### src/rtl/sensor_pkg.sv
// Shared definitions for the height-sensor scan interface.
//   DATA_W       default width of one sensor reading
//   NUM_SENSORS  number of height sensors polled per frame
//   SEL_W        width of the sensor index on the read bus
//   FAIL_VALUE   reading reported for a sensor that did not answer; the
//                height logic treats this value as "sensor failed"
//   scan_state_t scan FSM states
package sensor_pkg;

  localparam int DATA_W      = 8;
  localparam int NUM_SENSORS = 4;
  localparam int SEL_W       = 2;

  localparam logic [DATA_W-1:0] FAIL_VALUE = '0;

  typedef enum logic [1:0] {
    IDLE = 2'd0,
    REQ  = 2'd1,
    GAP  = 2'd2,
    PUB  = 2'd3
  } scan_state_t;

endpackage

### src/rtl/sensor_ack_timer.sv
// Wait counter for one bus read.
// Ports:
//   clk        clock, rising edge
//   rst_n      asynchronous active-low reset
//   i_clr      synchronous clear (holds the count at zero)
//   i_en       count one cycle of waiting
//   o_expired  high during the LIMIT-th waiting cycle and after
module sensor_ack_timer
  import sensor_pkg::*;
#(
  parameter int LIMIT = 16
) (
  input  logic clk,
  input  logic rst_n,
  input  logic i_clr,
  input  logic i_en,
  output logic o_expired
);

  localparam int CNT_W = $clog2(LIMIT + 1);

  logic [CNT_W-1:0] r_count;

  // The count is 0 in the first waiting cycle, so it reaches LIMIT-1 in the
  // LIMIT-th one; it saturates there so the flag stays up.
  assign o_expired = (r_count == CNT_W'(LIMIT - 1));

  always_ff @(posedge clk or negedge rst_n) begin
    if (!rst_n) begin
      r_count <= '0;
    end else if (i_clr) begin
      r_count <= '0;
    end else if (i_en && !o_expired) begin
      r_count <= r_count + CNT_W'(1);
    end
  end

endmodule

### src/rtl/sensor_scan_master.sv
// Polls the four height sensors one at a time over a shared req/ack bus and
// publishes all four readings together as one frame.
// Ports:
//   clk, rst_n          clock, asynchronous active-low reset
//   start               one-cycle scan request (ignored while busy)
//   bus_req, bus_sel    read request and sensor index to the bus
//   bus_ack, bus_data   answer from the selected sensor
//   sensor1..sensor4    published readings of sensors 0..3
//   frame_valid         one-cycle pulse when sensor1..4 and fault update
//   fault               bit k set: sensor k timed out in the last frame
//   busy                scan in progress
module sensor_scan_master
  import sensor_pkg::*;
#(
  parameter int DATA_W      = 8,
  parameter int ACK_TIMEOUT = 16,
  parameter int SCAN_PERIOD = 256
) (
  input  logic                   clk,
  input  logic                   rst_n,
  input  logic                   start,
  output logic                   bus_req,
  output logic [SEL_W-1:0]       bus_sel,
  input  logic                   bus_ack,
  input  logic [DATA_W-1:0]      bus_data,
  output logic [DATA_W-1:0]      sensor1,
  output logic [DATA_W-1:0]      sensor2,
  output logic [DATA_W-1:0]      sensor3,
  output logic [DATA_W-1:0]      sensor4,
  output logic                   frame_valid,
  output logic [NUM_SENSORS-1:0] fault,
  output logic                   busy
);

  scan_state_t            r_state;
  scan_state_t            w_state_next;
  logic [SEL_W-1:0]       r_ch;
  logic [DATA_W-1:0]      r_shadow [NUM_SENSORS];
  logic [NUM_SENSORS-1:0] r_fault_sh;
  logic [DATA_W-1:0]      r_sensor [NUM_SENSORS];
  logic [NUM_SENSORS-1:0] r_fault;
  logic                   r_frame_valid;
  logic                   w_wrap;
  logic                   w_expired;
  logic                   w_timer_clr;

  // Free-running auto-scan period counter; a wrap only matters in IDLE.
  generate
    if (SCAN_PERIOD > 0) begin : g_period
      localparam int PW = (SCAN_PERIOD > 1) ? $clog2(SCAN_PERIOD) : 1;
      logic [PW-1:0] r_period;

      assign w_wrap = (r_period == PW'(SCAN_PERIOD - 1));

      always_ff @(posedge clk or negedge rst_n) begin
        if (!rst_n) begin
          r_period <= '0;
        end else if (w_wrap) begin
          r_period <= '0;
        end else begin
          r_period <= r_period + PW'(1);
        end
      end
    end else begin : g_no_period
      assign w_wrap = 1'b0;
    end
  endgenerate

  // Held clear outside REQ so every read starts its wait from zero.
  assign w_timer_clr = (r_state != REQ);

  sensor_ack_timer #(
    .LIMIT(ACK_TIMEOUT)
  ) u_ack_timer (
    .clk      (clk),
    .rst_n    (rst_n),
    .i_clr    (w_timer_clr),
    .i_en     (bus_req),
    .o_expired(w_expired)
  );

  always_ff @(posedge clk or negedge rst_n) begin
    if (!rst_n) begin
      r_state <= IDLE;
    end else begin
      r_state <= w_state_next;
    end
  end

  always_comb begin
    w_state_next = r_state;
    bus_req      = 1'b0;
    busy         = 1'b1;
    case (r_state)
      IDLE: begin
        busy = 1'b0;
        // start and a wrap in the same cycle still give a single scan
        if (start || w_wrap) begin
          w_state_next = REQ;
        end
      end
      REQ: begin
        bus_req = 1'b1;
        if (bus_ack || w_expired) begin
          w_state_next = GAP;
        end
      end
      GAP: begin
        w_state_next = (r_ch == SEL_W'(NUM_SENSORS - 1)) ? PUB : REQ;
      end
      PUB: begin
        w_state_next = IDLE;
      end
      default: begin
        w_state_next = IDLE;
      end
    endcase
  end

  assign bus_sel = r_ch;

  always_ff @(posedge clk or negedge rst_n) begin
    if (!rst_n) begin
      r_ch          <= '0;
      r_fault_sh    <= '0;
      r_fault       <= '0;
      r_frame_valid <= 1'b0;
      for (int k = 0; k < NUM_SENSORS; k++) begin
        r_shadow[k] <= '0;
        r_sensor[k] <= '0;
      end
    end else begin
      r_frame_valid <= (r_state == PUB);
      case (r_state)
        IDLE: r_ch <= '0;
        REQ: begin
          // An ack in the expiry cycle is checked first, so it wins.
          if (bus_ack) begin
            r_shadow[r_ch]   <= bus_data;
            r_fault_sh[r_ch] <= 1'b0;
          end else if (w_expired) begin
            r_shadow[r_ch]   <= DATA_W'(FAIL_VALUE);
            r_fault_sh[r_ch] <= 1'b1;
          end
        end
        GAP: r_ch <= r_ch + SEL_W'(1);
        PUB: begin
          // Whole frame moves in one edge; outputs never update piecemeal.
          for (int k = 0; k < NUM_SENSORS; k++) begin
            r_sensor[k] <= r_shadow[k];
          end
          r_fault <= r_fault_sh;
        end
        default: ;
      endcase
    end
  end

  assign sensor1     = r_sensor[0];
  assign sensor2     = r_sensor[1];
  assign sensor3     = r_sensor[2];
  assign sensor4     = r_sensor[3];
  assign fault       = r_fault;
  assign frame_valid = r_frame_valid;

endmodule

### config.mk
export PLATFORM = sky130hd
export DESIGN_NAME = sensor_scan_master
export DESIGN_NICKNAME = d
export VERILOG_FILES = /design/src/rtl/sensor_pkg.sv /design/src/rtl/sensor_ack_timer.sv /design/src/rtl/sensor_scan_master.sv
export SDC_FILE = /design/constraint.sdc
export NUM_CORES = 1
export LEC_CHECK = 0
export ABC_CLOCK_PERIOD_IN_PS = 3000
export CAP_MARGIN = 20
export CORE_MARGIN = 4
export CORE_UTILIZATION = 50
export CTS_CLUSTER_SIZE = 20
export DETAILED_ROUTE_END_ITERATION = 10
export DONT_BUFFER_PORTS = 1
export SYNTH_ARGS = -nofsm -noshare
export SYNTH_HDL_FRONTEND = slang
export SYNTH_SLANG_ARGS = --single-unit
export TNS_END_PERCENT = 1
### constraint.sdc
create_clock -name clk -period 3 [get_ports clk]
set_input_delay 0.9 -clock clk [delete_from_list [all_inputs] [get_ports clk]]
set_output_delay 0.9 -clock clk [all_outputs]
set_load 0.01 [all_outputs]
# --- Word level (Yosys, flattened, before mapping) ---
# Index checks and enable logic that the tools add are counted.
op_classes:
  add_sub_neg: 3
  order_cmp: 4
  eq_ne: 9
  muxes: 19
  bitwise_logic: 6
  n_reduce_logical: 12
op_table:
  columns: ["operator", "n"]
  rows:
  - ["two-way mux 32 bit", 2]
  - ["AND 32 bit", 1]
  - ["bitwise mux 32 bit", 1]
  - ["NOT 32 bit", 1]
  - ["demux 8 bit (select 2 bit)", 1]
  - ["two-way mux 8 bit", 2]
  - ["two-way mux 5 bit", 2]
  - ["adder 8 x 1 -> 8 bit, second input constant", 1]
  - ["== test 8 bit, second input constant", 1]
  - ["two-way mux 4 bit", 2]
  - ["case mux 2 bit (4 select lines)", 1]
  - ["== test 2 bit, second input constant", 3]
  - ["two-way mux 2 bit", 3]
  - ["nonzero test 2 bit", 3]
  - ["adder 5 x 1 -> 5 bit, second input constant", 1]
  - ["== test 5 x 4 -> 1 bit, second input constant", 1]
  - ["AND 4 bit", 1]
  - ["!= test 2 bit, second input constant", 2]
  - ["NOT 4 bit", 1]
  - ["bitwise OR 4 bit", 1]
  - ["case mux 2 bit (2 select lines)", 1]
  - ["AND reduction 2 bit", 2]
  - ["greater-or-equal comparator 3 bit, second input constant", 1]
  - ["logical AND 1 bit", 3]
  - ["12 further kinds", 15]
totals:
  regBits: 90
  out_inout_bits: 41

# --- Depth between registers and ports, before layout ---
# Gate-level depths: netlist of the first run.
logic_depth:
  ltp_word: 9
  depth_mapped: 8
  mapped_depth_nobuf: 6

# --- Modules after synthesis ---
# Synthesis of the first run repeated with hierarchy kept, for this count alone.
unflattened:
  cells_unflattened: 246
  area_unflattened_um2: 3664.8
by_module_without_submodules:
  columns: ["module", "instances", "cells_each", "area_each_um2"]
  rows:
  - ["sensor_scan_master", 1, 223, 3404.5]
  - ["sensor_ack_timer", 1, 23, 260.2]

# --- Least setup slack after synthesis of the first run ---
# OpenSTA, ideal clock, no wires.
synth_timing:
  path_kind: "reg-to-reg"
  from: "reg u_ack_timer.r_count[0]"
  to: "reg r_shadow[0] (netlist name)"
  setup_time_ns: 0.125
  t_arrival_ns: 1.896
  required_time_ns: 2.875
  setup_slack_ns: 0.980
  path_stages_with_launch: 9
  path_buffers: 2
  cell_sequence: "dfrtp_1 ha_1 and3_1 ha_1 clkbuf_2 or2_1 buf_6 nand3_4 mux2_2"
synth_between:
  elab_chain_cells: 3
synth_rtl:
  columns: ["element", "line", "text"]
  rows:
  - ["from (decl)", "sensor_ack_timer.sv:22", "logic [CNT_W-1:0] r_count;"]
  - ["from (signal assigned)", "sensor_ack_timer.sv:34", "r_count <= r_count + CNT_W'(1);"]
  - ["== test 5 x 4 -> 1 bit", "sensor_ack_timer.sv:26", "assign o_expired = (r_count == CNT_W'(LIMIT - 1));"]
  - ["nonzero test 2 bit (no line)", null, null]
  - ["AND reduction 2 bit (no line)", null, null]
  - ["to (signal, indexed assignment)", "sensor_scan_master.sv:139", "r_shadow[r_ch] <= bus_data;"]
  - ["to (signal, indexed assignment)", "sensor_scan_master.sv:142", "r_shadow[r_ch] <= DATA_W'(FAIL_VALUE);"]
  - ["to (decl)", "sensor_scan_master.sv:38", "logic [DATA_W-1:0] r_shadow [NUM_SENSORS];"]
# Every way passes these cells.
# A chain may end at the register's enable or synchronous reset.

# --- Worst setup path in the final report of the first run ---
layout_timing:
  from: "reg u_ack_timer.r_count[0]"
  to: "reg r_shadow[19] (netlist name)"
# The elaborated chain is that of the path after synthesis.

==> results of run 1 <==
## power breakdown
part	total [mW]	internal (mW)	switching [mW]
sequential	1.92	1.59	0.336
clock	0.860	0.416	0.443
combinational	0.698	0.394	0.304
total	3.48	2.40	1.08
## critical path, stage by stage (launching register included)
cell     delay (ps)
dfrtp_1         420
ha_1            210
and3_1          180
ha_1            260
or2_1           400
nand3_4         260
mux2_2          360
## cells by family (layout without fill, tap and decap cells)
group	after synthesis	in the layout	share of synthesized area
DFF	90	90	0.617
muxes	69	69	0.217
and+or+nand+nor	47	47	0.0798
buffers and inverters	17	26	0.0226
AOI/OAI and AO/OA	15	15	0.0230
adders and majority gates	7	7	0.0240
xor gates and xnor gates	7	7	0.0168
## per-stage QoR
step	std cells	worst slack [ps]	util	instance area [um^2]	hold WS (ps)
finish	357	798	0.568	3950	228
global route	357	655	0.568	3950	196
CTS	357	789	0.568	3950	207
detailed placement	341	802	0.538	3730	487
global placement	341	862	0.538	3730	479
floorplan	252	980	-	3650	460
## final timing paths
| kind | slack, ps | end | depth (start not counted) |
|---|---|---|---|
| max in group asynchronous | 2650 | g_period.r_period[0] | 0 |
| worst max register to register | 800 | r_shadow[19] | 6 |
| worst min-delay path | 230 | sensor2[2] | 0 |
| min in group clk | 510 | sensor3[3] | 1 |
| worst min register to register | 510 | sensor3[3] | 1 |
| worst max-delay path | 800 | r_shadow[19] | 6 |
## state kept, by name (all words and copies together), names as in the netlist, named ones only
signal,count
sensor2,8
sensor4,8
r_shadow,32
g_period.r_period,8
bus_sel,2
sensor1,8
u_ack_timer.r_count,5
sensor3,8
fault,4
frame_valid,1
r_state,2
## area by class of cell
cell class / count / area [um^2]
tap: 96 / 120
multi-input combinational: 145 / 1320
fill: 571 / 3000
clock inverter: 6 / 73.8
clock buffer: 10 / 138
inverter: 10 / 42.5
sequential: 90 / 2250
## placed cells by master (no fill, tap or decap), types with 2 or more instances in the layout
| cell type | count |
|---|---|
| nor2_1 | 10 |
| ha_1 | 7 |
| clkinv_4 | 3 |
| and2_1 | 8 |
| nand3_4 | 4 |
| nand2_1 | 10 |
| mux2_2 | 57 |
| dfrtp_1 | 90 |
| inv_1 | 9 |
| nand3_1 | 4 |
| clkinvlp_4 | 2 |
| a21oi_1 | 3 |
| o21ai_0 | 9 |
| xor2_1 | 4 |
| clkbuf_8 | 10 |
| mux2i_1 | 5 |
| mux2_4 | 6 |
| xnor2_1 | 3 |
## per-layer routing
layer	global-route usage	part of all wire	vias to the layer above
met3	0.0434	0.048	12
met4	0.0696	0.020	0
li1	-	-	880
met5	0	0	-
met2	0.247	0.48	37
met1	0.194	0.45	974
==> results.py, run 1 <==
metrics = {
    "yosys": {
        "yosys.cell_count.top_type": "dfrtp_1",
        "syn_area_um2": 3650,
        "ys_seq_area_frac": 0.617,
        "synth.avg_cell_area_um2": 14.5,
        "synth-seq-cells": 90,
        "yosysUniqueCellTypes": 34,
        "synthesis.nets": 271,
        "yosysWarnings": 0,
        "yosys-top-cells-count": "dfrtp_1 (90), mux2_2 (57), nand2_1 (11)",
        "synth_top_area_cell": "dfrtp_1",
        "synth_top_area_share": 0.617,
        "synth-main-ff-cell": "dfrtp_1",
        "async_flop_share": 1.00,
        "synthCells": 252,
        "synthTopCellsByArea": "dfrtp_1 (62%), mux2_2 (18%), mux2_4 (2.5%)",
        "synth_enable_flop_cells": 0,
    },
    "floorplan": {
        "initial_core_util": 0.526,
        "rows": 30,
        "die_h_um": 93.5,
        "io_pins": 53,
        "dieArea_um2": 8740,
        "coreArea_um2": 6940,
        "die_w_um": 93.5,
    },
    "sta": {
        "worstMarginPinSlew_ps": 913,
        "setup_tns_ps": 0,
        "period_needed_ps": 2200,
        "skew_ps": 11.7,
        "maxSlewViolCount": 0,
        "hold_viol_final": 0,
        "setup_violations": 0,
        "rsz0062_at_grt": "no",
        "slew_headroom": 0.389,
        "period_share": 0.734,
        "clock.fmax_mhz": 454,
    },
    "placement": {
        "io_buffers": 0,
        "place_congestion": 0.744,
        "dp_hpwl_mm": 4.03,
    },
    "clock_tree": {
        "h-tree-depth": 3,
        "cts_resized": 0,
        "cts.clk_slew.worst_paths_ps": 90,
        "root_buffer": "clkbuf_8",
        "clk_latency_ps": 360,
        "post_cts_buffers": 0,
        "clock-sinks": 90,
        "cts_buffers": 9,
        "holdBufCountCts": 0,
        "cts_tree": "built",
        "clockBufferDepth": 2,
    },
    "setup_path": {
        "cp_max_fo": 9,
        "critPathLaunch": "u_ack_timer.r_count[0]",
        "cp.required_ps": 3240,
        "arrival_ps": 2440,
        "critPathKind": "flip-flop to flip-flop",
        "r2r-start": "u_ack_timer.r_count[0]",
        "endpoint_kind": "flip-flop",
        "cp-start-kind": "flip-flop",
    },
    "global_routing": {
        "grt-ovfl-total": 0,
        "antenna_found_initial": 0,
        "grt_max_degree": 91,
        "grt_pass1_wl_mm": 10.1,
        "grt_pass1_vias": 1984,
        "grt_usage": 0.154,
    },
    "hold_path": {
        "hold_path.class": "input port to async pin",
    },
    "route": {
        "drc": 0,
        "first_pass_iters": 4,
        "vias": 1903,
        "drt_wl_total_mm": 6.12,
        "wl_per_cell_um": 17.1,
        "ant_nets": 0,
        "drt-initial-drc-count": 78,
        "routed_via_density": 5.33,
    },
    "layout": {
        "syn2layout_area_growth_pct": 8.05,
        "diodes": 0,
        "nNetsFinal": 275,
        "drive_gt1_frac": 0.337,
    },
    "power": {
        "power.leakage_nw": 1.94,
        "vdd_drop_max_v": 0.000326,
        "finalPower_mw": 3.48,
        "power.density_nw_per_um2": 881,
    },
    "flow_run": {
        "maxCapViolations": 0,
    },
    "outcome": {
        "status": "finished, final reports clean",
    },
}
Note: power is estimated with default switching activity, not from simulation.
==> run 2: changes to the inputs <==
--- a/config.mk
+++ b/config.mk
@@ -5,7 +5,7 @@
 export SDC_FILE = /design/constraint.sdc
 export NUM_CORES = 1
 export LEC_CHECK = 0
-export ABC_CLOCK_PERIOD_IN_PS = 3000
+export ABC_CLOCK_PERIOD_IN_PS = 2200
 export CAP_MARGIN = 20
 export CORE_MARGIN = 4
 export CORE_UTILIZATION = 50
==> constraint.sdc (replaced) <==
create_clock -name clk -period 2.2 [get_ports clk]
set_input_delay 0.66 -clock clk [delete_from_list [all_inputs] [get_ports clk]]
set_output_delay 0.66 -clock clk [all_outputs]
set_load 0.01 [all_outputs]
==> run 2 against run 1 <==
Against the previous run: the flow now finishes with violations (negative hold slack); largest cell class unchanged; clock-buffer cell count increased by 2; sequential share of layout area decreased by 0.86 points; critical endpoint is now r_shadow[7]; clock skew decreased by 3.2 ps; register-to-register slack got worse by 670 ps; maximum frequency increased by 6.4%.
==> results.py, run 2 (synthesized netlist as in run 1, its figures left out) <==
metrics = {
    "power": {
        "power.leakage_nw": 1.97,
        "power.density_nw_per_um2": 1230,
        "vdd_drop_max_v": 0.000666,
    },
    "sta": {
        "hold_viol_final": 17,
        "whs_ps": -4.51,
        "setup_tns_ps": 0,
        "slew_headroom": 0.710,
        "skew_ps": 8.47,
        "worstMarginPinSlew_ps": 435,
        "maxSlewViolCount": 0,
        "fin_ws_ps": 131,
        "period_share": 0.940,
        "period_needed_ps": 2070,
        "rsz0062_at_grt": "no",
        "clock.fmax_mhz": 483,
        "setup_violations": 0,
    },
    "placement": {
        "pre_cts_slack_ps": 121,
        "dp_hpwl_mm": 3.92,
        "io_buffers": 0,
        "place_congestion": 0.750,
    },
    "setup_path": {
        "rr_worst_depth": 6,
        "reg2reg_slack_ps": 130,
        "slowest_stage": "dfrtp_1",
        "cp.depth": 6,
        "reg2reg_to": "r_shadow[7]",
        "path_buf_inv": 0,
        "critPathKind": "flip-flop to flip-flop",
        "cp-start-kind": "flip-flop",
        "slowest_delay_ps": 410,
        "critPathLaunch": "u_ack_timer.r_count[0]",
        "cp_max_fo": 9,
        "crit_path_end": "r_shadow[7]",
        "worst_path_most_repeated_cell": "ha_1",
        "crit_path_cell_trace": "ha_1 > and3_1 > ha_1 > or2_1 > nand3_4 > mux2_2",
        "cp.required_ps": 2430,
        "critPathTopFamily": "simple AND/OR/NAND/NOR gates",
        "arrival_ps": 2300,
        "r2r-start": "u_ack_timer.r_count[0]",
        "endpoint_kind": "flip-flop",
    },
    "floorplan": {
        "die_h_um": 93.5,
        "dieArea_um2": 8740,
        "coreArea_um2": 6940,
        "rows": 30,
        "die_w_um": 93.5,
        "initial_core_util": 0.526,
        "io_pins": 53,
    },
    "global_routing": {
        "grt-ovfl-total": 0,
        "grt_pass1_vias": 2002,
        "grt_pass1_wl_mm": 10.2,
        "grt_max_degree": 91,
        "antenna_found_initial": 0,
        "grt_usage": 0.155,
    },
    "route": {
        "vias": 1894,
        "routed_via_density": 5.28,
        "wl_per_cell_um": 16.5,
        "drt-initial-drc-count": 48,
        "first_pass_iters": 4,
        "ant_nets": 0,
        "drc": 0,
        "drt_wl_total_mm": 5.93,
    },
    "clock_tree": {
        "clk_latency_ps": 350,
        "h-tree-depth": 3,
        "clock-sinks": 90,
        "cts_tree": "built",
        "cts_buffers": 9,
        "post_cts_buffers": 0,
        "clockBufferDepth": 2,
        "root_buffer": "clkbuf_8",
        "cts.clk_slew.worst_paths_ps": 90,
    },
    "layout": {
        "largest_register_ff_count": 32,
        "fillCellCount": 578,
        "diodes": 0,
        "final_cell_mix": "dfrtp_1 (90), mux2_2 (57), nand2_1 (10), nor2_1 (10), clkbuf_8 (10)",
        "drive_gt1_frac": 0.335,
        "final_common_cell": "dfrtp_1",
        "syn2layout_area_growth_pct": 9.70,
        "nNetsFinal": 277,
        "max_flop_register": "r_shadow",
    },
    "outcome": {
        "status": "finished, violations left",
        "violations": "negative hold slack",
    },
    "flow_run": {
        "maxCapViolations": 0,
    },
    "hold_path": {
        "hold_path.class": "input port to async pin",
    },
}
run 2: changes by cell type in the layout (fill, tap and decap cells not counted):
cell and delta:
bufinv_16 +2, clkbuf_1 +2, inv_8 -1, buf_4 +1
clkinv_4 -1, buf_12 +1, clkinvlp_4 -2
run 2: cell type report:
cell class,instances,area [um^2],share of cell area
timing repair buffer,2,27.5,0.00687
multi-input combinational,145,1320,0.329
clock inverter,4,98.8,0.0247
tap,96,120,0.0300
sequential,90,2250,0.562
inverter,10,42.5,0.0106
clock buffer,12,145,0.0362
run 2: worst register-to-register path, cell delays in order, from the launching register on:
cell	delay, ps
dfrtp_1	410
ha_1	210
and3_1	180
ha_1	180
or2_1	370
nand3_4	260
mux2_2	350
run 2: report_power, final:
part	switching [mW]	internal (mW)
clock network	0.548	0.789
registers	0.453	2.16
logic	0.409	0.553
total	1.41	3.50
run 2: per-layer routing:
layer / GRT usage / vias up / part of all wire / wire (um)
met1: 0.206 / 960 / 0.46 / 2750
li1: - / 886 / - / -
met4: 0.0696 / 0 / 0.017 / 102
met5: 0 / - / 0 / 0
met3: 0.0515 / 10 / 0.054 / 321
met2: 0.232 / 38 / 0.46 / 2750
run 2: metrics by stage:
stage                     hold slack, ps  total power, mW  cells  utilization  instance area, um^2
after floorplan                      364             3.39    252            -                 3650
after global placement               366             3.62    343        0.542                 3760
after detailed placement             367             3.65    343        0.542                 3760
after CTS                          -25.3             5.00    359        0.577                 4010
after global routing               -40.4             5.24    359        0.577                 4010
final                              -4.51             4.92    359        0.577                 4010
run 2: how the worst min path moves through the flow:
stage | start | endpoint | slack [ps] | cells after the start
floorplan | rst_n | async pin | 360 | 0
global placement | rst_n | sensor1[2] | 370 | 0
detailed placement | rst_n | sensor1[2] | 370 | 0
CTS | rst_n | sensor1[2] | -30 | 0
global route | rst_n | sensor1[2] | -40 | 0
finish | rst_n | sensor1[2] | -5 | 0
run 2: timing repair:
item,4_1_cts,5_1_grt
resized for setup,0,0
setup endpoints to repair,0,0
endpoints found under the hold margin,90,90
